$ cat src/rtl/mem_port_arbiter_if.sv
// Bus bundle between core requesters, the arbiter and unified memory.
// slave: arbiter view; master: environment view (core + memory).
interface mem_port_arbiter_if #(
  parameter int ADDR_W = 32,
  parameter int DATA_W = 32
);
  logic                  if_req;
  logic [ADDR_W-1:0]     if_addr;
  logic [DATA_W-1:0]     if_rdata;
  logic                  if_ack;
  logic                  d_req;
  logic                  d_we;
  logic [DATA_W/8-1:0]   d_be;
  logic [ADDR_W-1:0]     d_addr;
  logic [DATA_W-1:0]     d_wdata;
  logic [DATA_W-1:0]     d_rdata;
  logic                  d_ack;
  logic                  m_req;
  logic                  m_we;
  logic [DATA_W/8-1:0]   m_be;
  logic [ADDR_W-1:0]     m_addr;
  logic [DATA_W-1:0]     m_wdata;
  logic [DATA_W-1:0]     m_rdata;
  logic                  m_ack;
  logic                  err;
  logic                  err_src;

  modport slave (
    input  if_req, if_addr,
    input  d_req, d_we, d_be, d_addr, d_wdata,
    input  m_rdata, m_ack,
    output if_rdata, if_ack,
    output d_rdata, d_ack,
    output m_req, m_we, m_be, m_addr, m_wdata,
    output err, err_src
  );

  modport master (
    output if_req, if_addr,
    output d_req, d_we, d_be, d_addr, d_wdata,
    output m_rdata, m_ack,
    input  if_rdata, if_ack,
    input  d_rdata, d_ack,
    input  m_req, m_we, m_be, m_addr, m_wdata,
    input  err, err_src
  );
endinterface

$ cat src/rtl/mem_port_arbiter.sv
// Fetch/data arbiter onto one memory port with streak limit and watchdog.
// Ports: clk, rst (async active-low), bus (mem_port_arbiter_if.slave).
module mem_port_arbiter #(
  parameter int ADDR_W    = 32,
  parameter int DATA_W    = 32,
  parameter int MAX_DSTRK = 4,
  parameter int TIMEOUT   = 255
) (
  input logic               clk,
  input logic               rst,
  mem_port_arbiter_if.slave bus
);
  localparam int BE_W = DATA_W / 8;
  localparam int WD_W = $clog2(TIMEOUT + 1);
  localparam int SK_W = $clog2(MAX_DSTRK + 1);

  typedef enum logic [1:0] {
    IDLE, GNT_IF, GNT_D, DONE
  } state_e;

  state_e            state_q, state_d;
  logic [SK_W-1:0]   streak_q, streak_d;
  logic [WD_W-1:0]   wdog_q, wdog_d, wdog_inc;
  logic              m_req_q, m_req_d;
  logic              m_we_q, m_we_d;
  logic [BE_W-1:0]   m_be_q, m_be_d;
  logic [ADDR_W-1:0] m_addr_q, m_addr_d;
  logic [DATA_W-1:0] m_wdata_q, m_wdata_d;
  logic [DATA_W-1:0] if_rdata_q, if_rdata_d;
  logic              if_ack_q, if_ack_d;
  logic [DATA_W-1:0] d_rdata_q, d_rdata_d;
  logic              d_ack_q, d_ack_d;
  logic              err_q, err_d;
  logic              err_src_q, err_src_d;
  logic              strk_ok, pick_d, is_d;

  // Data may take the port unless fetch has waited through a full streak.
  assign strk_ok = streak_q < SK_W'(MAX_DSTRK);
  assign pick_d  = bus.d_req & (~bus.if_req | strk_ok);
  assign is_d    = (state_q == GNT_D);

  always_comb begin
    state_d    = state_q;
    streak_d   = streak_q;
    wdog_d     = wdog_q;
    m_req_d    = m_req_q;
    m_we_d     = m_we_q;
    m_be_d     = m_be_q;
    m_addr_d   = m_addr_q;
    m_wdata_d  = m_wdata_q;
    if_rdata_d = if_rdata_q;
    d_rdata_d  = d_rdata_q;
    err_src_d  = err_src_q;
    if_ack_d   = 1'b0;
    d_ack_d    = 1'b0;
    err_d      = 1'b0;
    wdog_inc   = wdog_q + 1'b1;
    unique case (state_q)
      IDLE: begin
        if (pick_d) begin
          state_d   = GNT_D;
          m_req_d   = 1'b1;
          m_we_d    = bus.d_we;
          m_be_d    = bus.d_we ? bus.d_be : '1;
          m_addr_d  = bus.d_addr;
          m_wdata_d = bus.d_wdata;
          wdog_d    = '0;
          if (bus.if_req && strk_ok)
            streak_d = streak_q + 1'b1;
        end else if (bus.if_req) begin
          state_d   = GNT_IF;
          m_req_d   = 1'b1;
          m_we_d    = 1'b0;
          m_be_d    = '1;
          m_addr_d  = bus.if_addr;
          wdog_d    = '0;
          streak_d  = '0;
        end
      end
      GNT_IF, GNT_D: begin
        // A completing ack wins over a watchdog expiring the same cycle.
        if (bus.m_ack && m_req_q) begin
          state_d = DONE;
          m_req_d = 1'b0;
          if (is_d) begin
            d_rdata_d = bus.m_rdata;
            d_ack_d   = 1'b1;
          end else begin
            if_rdata_d = bus.m_rdata;
            if_ack_d   = 1'b1;
          end
        end else if (wdog_inc == WD_W'(TIMEOUT)) begin
          state_d   = DONE;
          m_req_d   = 1'b0;
          err_d     = 1'b1;
          err_src_d = is_d;
          if (is_d) begin
            d_rdata_d = '0;
            d_ack_d   = 1'b1;
          end else begin
            if_rdata_d = '0;
            if_ack_d   = 1'b1;
          end
        end else begin
          wdog_d = wdog_inc;
        end
      end
      DONE: state_d = IDLE;
    endcase
  end

  always_ff @(posedge clk or negedge rst) begin
    if (!rst) begin
      state_q    <= IDLE;
      streak_q   <= '0;
      wdog_q     <= '0;
      m_req_q    <= 1'b0;
      m_we_q     <= 1'b0;
      m_be_q     <= '0;
      m_addr_q   <= '0;
      m_wdata_q  <= '0;
      if_rdata_q <= '0;
      if_ack_q   <= 1'b0;
      d_rdata_q  <= '0;
      d_ack_q    <= 1'b0;
      err_q      <= 1'b0;
      err_src_q  <= 1'b0;
    end else begin
      state_q    <= state_d;
      streak_q   <= streak_d;
      wdog_q     <= wdog_d;
      m_req_q    <= m_req_d;
      m_we_q     <= m_we_d;
      m_be_q     <= m_be_d;
      m_addr_q   <= m_addr_d;
      m_wdata_q  <= m_wdata_d;
      if_rdata_q <= if_rdata_d;
      if_ack_q   <= if_ack_d;
      d_rdata_q  <= d_rdata_d;
      d_ack_q    <= d_ack_d;
      err_q      <= err_d;
      err_src_q  <= err_src_d;
    end
  end

  assign bus.m_req    = m_req_q;
  assign bus.m_we     = m_we_q;
  assign bus.m_be     = m_be_q;
  assign bus.m_addr   = m_addr_q;
  assign bus.m_wdata  = m_wdata_q;
  assign bus.if_rdata = if_rdata_q;
  assign bus.if_ack   = if_ack_q;
  assign bus.d_rdata  = d_rdata_q;
  assign bus.d_ack    = d_ack_q;
  assign bus.err      = err_q;
  assign bus.err_src  = err_src_q;
endmodule

$ cat src/flat_wrapper.sv
// flat-port wrapper written by rule: the top's interface ports become plain ports
module mem_port_arbiter_flat 
#(
  parameter int ADDR_W    = 32,
  parameter int DATA_W    = 32,
  parameter int MAX_DSTRK = 4,
  parameter int TIMEOUT   = 255
)
  (clk, rst, bus_if_req, bus_if_addr, bus_d_req, bus_d_we, bus_d_be, bus_d_addr, bus_d_wdata, bus_m_rdata, bus_m_ack, bus_if_rdata, bus_if_ack, bus_d_rdata, bus_d_ack, bus_m_req, bus_m_we, bus_m_be, bus_m_addr, bus_m_wdata, bus_err, bus_err_src);
  mem_port_arbiter_if #(.ADDR_W(ADDR_W), .DATA_W(DATA_W)) bus_i ();
  input logic clk;
  input logic rst;
  input wire logic [$bits(bus_i.if_req)-1:0] bus_if_req;
  input wire logic [$bits(bus_i.if_addr)-1:0] bus_if_addr;
  input wire logic [$bits(bus_i.d_req)-1:0] bus_d_req;
  input wire logic [$bits(bus_i.d_we)-1:0] bus_d_we;
  input wire logic [$bits(bus_i.d_be)-1:0] bus_d_be;
  input wire logic [$bits(bus_i.d_addr)-1:0] bus_d_addr;
  input wire logic [$bits(bus_i.d_wdata)-1:0] bus_d_wdata;
  input wire logic [$bits(bus_i.m_rdata)-1:0] bus_m_rdata;
  input wire logic [$bits(bus_i.m_ack)-1:0] bus_m_ack;
  output wire logic [$bits(bus_i.if_rdata)-1:0] bus_if_rdata;
  output wire logic [$bits(bus_i.if_ack)-1:0] bus_if_ack;
  output wire logic [$bits(bus_i.d_rdata)-1:0] bus_d_rdata;
  output wire logic [$bits(bus_i.d_ack)-1:0] bus_d_ack;
  output wire logic [$bits(bus_i.m_req)-1:0] bus_m_req;
  output wire logic [$bits(bus_i.m_we)-1:0] bus_m_we;
  output wire logic [$bits(bus_i.m_be)-1:0] bus_m_be;
  output wire logic [$bits(bus_i.m_addr)-1:0] bus_m_addr;
  output wire logic [$bits(bus_i.m_wdata)-1:0] bus_m_wdata;
  output wire logic [$bits(bus_i.err)-1:0] bus_err;
  output wire logic [$bits(bus_i.err_src)-1:0] bus_err_src;
  assign bus_i.if_req = bus_if_req;
  assign bus_i.if_addr = bus_if_addr;
  assign bus_i.d_req = bus_d_req;
  assign bus_i.d_we = bus_d_we;
  assign bus_i.d_be = bus_d_be;
  assign bus_i.d_addr = bus_d_addr;
  assign bus_i.d_wdata = bus_d_wdata;
  assign bus_i.m_rdata = bus_m_rdata;
  assign bus_i.m_ack = bus_m_ack;
  assign bus_if_rdata = bus_i.if_rdata;
  assign bus_if_ack = bus_i.if_ack;
  assign bus_d_rdata = bus_i.d_rdata;
  assign bus_d_ack = bus_i.d_ack;
  assign bus_m_req = bus_i.m_req;
  assign bus_m_we = bus_i.m_we;
  assign bus_m_be = bus_i.m_be;
  assign bus_m_addr = bus_i.m_addr;
  assign bus_m_wdata = bus_i.m_wdata;
  assign bus_err = bus_i.err;
  assign bus_err_src = bus_i.err_src;
  mem_port_arbiter #(.ADDR_W(ADDR_W), .DATA_W(DATA_W), .MAX_DSTRK(MAX_DSTRK), .TIMEOUT(TIMEOUT)) u_core (.clk(clk), .rst(rst), .bus(bus_i));
endmodule
$ cat config.mk
export PLATFORM = sky130hd
export DESIGN_NAME = mem_port_arbiter_flat
export DESIGN_NICKNAME = d
export VERILOG_FILES = /design/src/rtl/mem_port_arbiter_if.sv /design/src/rtl/mem_port_arbiter.sv /design/src/flat_wrapper.sv
export SDC_FILE = /design/constraint.sdc
export NUM_CORES = 1
export LEC_CHECK = 0
export ABC_AREA = 1
export ABC_CLOCK_PERIOD_IN_PS = 3800
export BUFFER_PORTS_ARGS = -buffer_cell sky130_fd_sc_hd__buf_2
export CAP_MARGIN = 10
export CORE_MARGIN = 3
export CORE_UTILIZATION = 40
export DETAILED_ROUTE_END_ITERATION = 8
export PLACE_DENSITY_LB_ADDON = 0.2
export SKIP_CTS_REPAIR_TIMING = 1
export SLEW_MARGIN = 20
export SYNTH_ARGS = -nofsm -noshare
export SYNTH_HDL_FRONTEND = slang
export SYNTH_SLANG_ARGS = --single-unit
$ cat constraint.sdc
create_clock -name clk -period 3.8 [get_ports clk]
set_input_delay 0 -clock clk [delete_from_list [all_inputs] [get_ports clk]]
set_output_delay 0 -clock clk [all_outputs]
set_load 0.05 [all_outputs]
==> out/results.txt <==
run status: finished clean
Synth Register Bits: 151
fraction of layout cells with a size suffix above 1: 32.3%
CP max FO: 33
antenna-violating nets left: 0
total die area: 18600 sq um
largest family of logic cells by synthesized area: simple AND/OR/NAND/NOR gates
Period Utilization, post-route: 77.5%
drt total wl: 21000 um
RSZ-0062 raised after global routing: false
core box area: 16200 sq um
Synth Cell Area: 6780 sq um
worst slew pin tran: 1050 ps
crit path kind: register to register
most common cell after layout, fill and taps aside: nand2_1
syn avg cell area: 8.99 sq um
Skew-Pair Late Insertion Delay: 420 ps
syn_nets: 898
post-synthesis adder-cell area fraction: 1.11%
die width: 136 um
post-synthesis cell count: 754
total number of vias: 6636
Final min period: 2940 ps
pwr/cell area: 997 nW/um^2
maximum capacitance violations: 0
f_max: 0.340 GHz
Sink Count: 151
area post-placement: 8280 sq um
Initial Util: 41.8%
final setup fails: 0
PnR worst setup slack: 857 ps
xor-xnor portion of the synthesized cell area: 0.129%
Slew Viols, Final: 0
crit path launch type: register
Seq/Total Area, Yosys: 55.7%
Worst Skew: 10.2 ps
max incr delay on CP: 940 ps
Port Buffer Count: 275
drt wl/cell: 15.3 um
All-Layer GR Usage: 20.3%
design area: 10200 sq um
routability cong.: 0.775
Warnings, synthesis: 0
Hold WC Path Type: primary input to register
hold path cells: 4
Hold Vio Cnt, Final: 0
n_diodes: 0
initial antenna violation count: 1
slowest CP cell: clkinv_1
critical-path cell list: nand2_1, nand2_1, clkinv_1, nand2_1, a31oi_1, dlygate4sd3_1
mux cell area share after synthesis: 0%
DRT Pass-1 Iters: 5
cts bufs inserted: 17
setup tns final: 0 ps
Min Hold Slack: 71.8 ps
total gr overflow: 0
largest net degree at the start of global routing: 86
Worst EP arrival: 3240 ps
cell mode on critical path: nand2_1
H-tree depth: 4
pre-CTS WS: 1230 ps
deepest clock path buffer count: 2
Req. time, crit path: 4100 ps
post-synth cell types: 26
dpl cells: 1204
Design Power: 10.2 mW
reg2reg path depth: 6
Compound-Gate Fraction of Synth Area: 4.24%
1st-iter DRT viols: 309
Die H: 136 um
DR DRC count: 0
synthesis-to-layout area growth: 50.3%
clock-pin slew on the worst setup and hold paths: 60 ps
Setup crit end kind: register
Core Util, Final: 62.8%
post-DP HPWL: 13400 um
Slew headroom: 30.1%
Synth Area in Simple Gates: 34.2%
TritonCTS clock tree: built
vias in the first global route: 5682
final cell count without fillers: 1371
final net count: 1286
first-pass GRT wire length: 29600 um
Ports: 276
Fillers: 1367
Leak: 5.33 nW
VDD IR-drop max: 0.000676 V
post-DR vias/cell: 4.84
Row Count: 46
clock root cell: clkbuf_16
most frequent cells in the layout: nand2_1 (300), buf_2 (274), dfrtp_1 (151)
cells in the mapped netlist:
| library cell | number | share of area (%) |
|---|---|---|
| a31oi_1 | 32 | 3.0 |
| dfrtp_1 | 151 | 56 |
| nand2_1 | 300 | 17 |
| nand3_1 | 7 | 0.52 |
| o22a_1 | 4 | 0.52 |
| xor2_1 | 1 | 0.13 |
| buf_2 | 11 | 0.81 |
| buf_8 | 3 | 0.66 |
| o21bai_2 | 1 | 0.17 |
| clkinv_1 | 1 | 0.055 |
| nand2_2 | 15 | 1.4 |
| nand3_2 | 3 | 0.44 |
| o21ai_1 | 1 | 0.074 |
| nand3_4 | 1 | 0.26 |
| ha_1 | 6 | 1.1 |
| nor2_1 | 46 | 2.5 |
| clkbuf_1 | 35 | 1.9 |
| o22ai_1 | 1 | 0.092 |
| nand2_4 | 30 | 5.0 |
| nor2_4 | 2 | 0.33 |
| nor2_2 | 4 | 0.37 |
| inv_2 | 3 | 0.17 |
| o21ai_0 | 4 | 0.30 |
| a32o_1 | 1 | 0.15 |
| inv_1 | 18 | 1.0 |
| nand4_1 | 73 | 6.7 |
logic make-up (layout without fill, tap and decap cells):
kind of cell / Yosys count / count (layout)
adders and majority gates: 6 / 6
buffers and inverters: 71 / 472
xor gates and xnor gates: 1 / 1
DFF: 151 / 151
AOI/OAI and AO/OA: 44 / 44
and+or+nand+nor: 481 / 481
worst max-delay path, delay by kind of cell (launching register included):
kind                   cells  cell delay (ps)
AO/OA/AOI/OAI              1              120
flip-flops                 1              340
AND/OR/NAND/NOR            3              810
buffers and inverters      2             1560
path summary, 6_finish.rpt:
| check | slack [ps] | to | start |
|---|---|---|---|
| min reg2reg | 460 | u_core.bus.m_wdata[31] | u_core.bus.m_wdata[31] |
| max in group asynchronous | 2780 | u_core.bus.if_rdata[22] | rst |
| max reg2reg | 860 | u_core.bus.m_addr[30] | u_core.streak_q[2] |
| min in group asynchronous | 140 | u_core.bus.d_ack | rst |
| min | 70 | u_core.bus.err | bus_m_ack |
| max | 860 | u_core.bus.m_addr[30] | u_core.streak_q[2] |
routing by layer:
layer	vias to the layer above	wire (um)	global-route usage, %	share of wire (%)
li1	3254	-	-	-
met3	27	1650	7.33	7.9
met5	-	13	0	0.062
met1	3094	8710	26.8	41
met4	2	296	5.04	1.4
met2	259	10300	32.1	49
where the power goes:
group          switching [mW]  internal, mW
combinational            4.21          1.52
clock                   0.666         0.963
sequential              0.485          2.33
total                    5.36          4.81
cell type report:
type / instances / area (sq um) / area share [%]
clock buffer: 19 / 433 / 4.25
clock inverter: 13 / 131 / 1.29
inverter: 22 / 82.6 / 0.810
multi-input combinational: 532 / 2690 / 26.4
sequential: 151 / 3780 / 37.1
tap: 216 / 270 / 2.65
timing repair buffer: 418 / 2810 / 27.5
flip-flops by register name, indices dropped and copies added (netlist names):
name,cells
u_core.bus.m_we,1
u_core.bus.m_req,1
u_core.bus.m_wdata,32
u_core.bus.d_ack,1
u_core.bus.if_rdata,32
u_core.bus.d_rdata,32
u_core.bus.m_addr,32
u_core.bus.m_be,4
u_core.state_q,2
u_core.streak_q,3
u_core.wdog_q,8
u_core.bus.err,1
u_core.bus.if_ack,1
u_core.bus.err_src,1
Power figures use the tool's default switching activity.
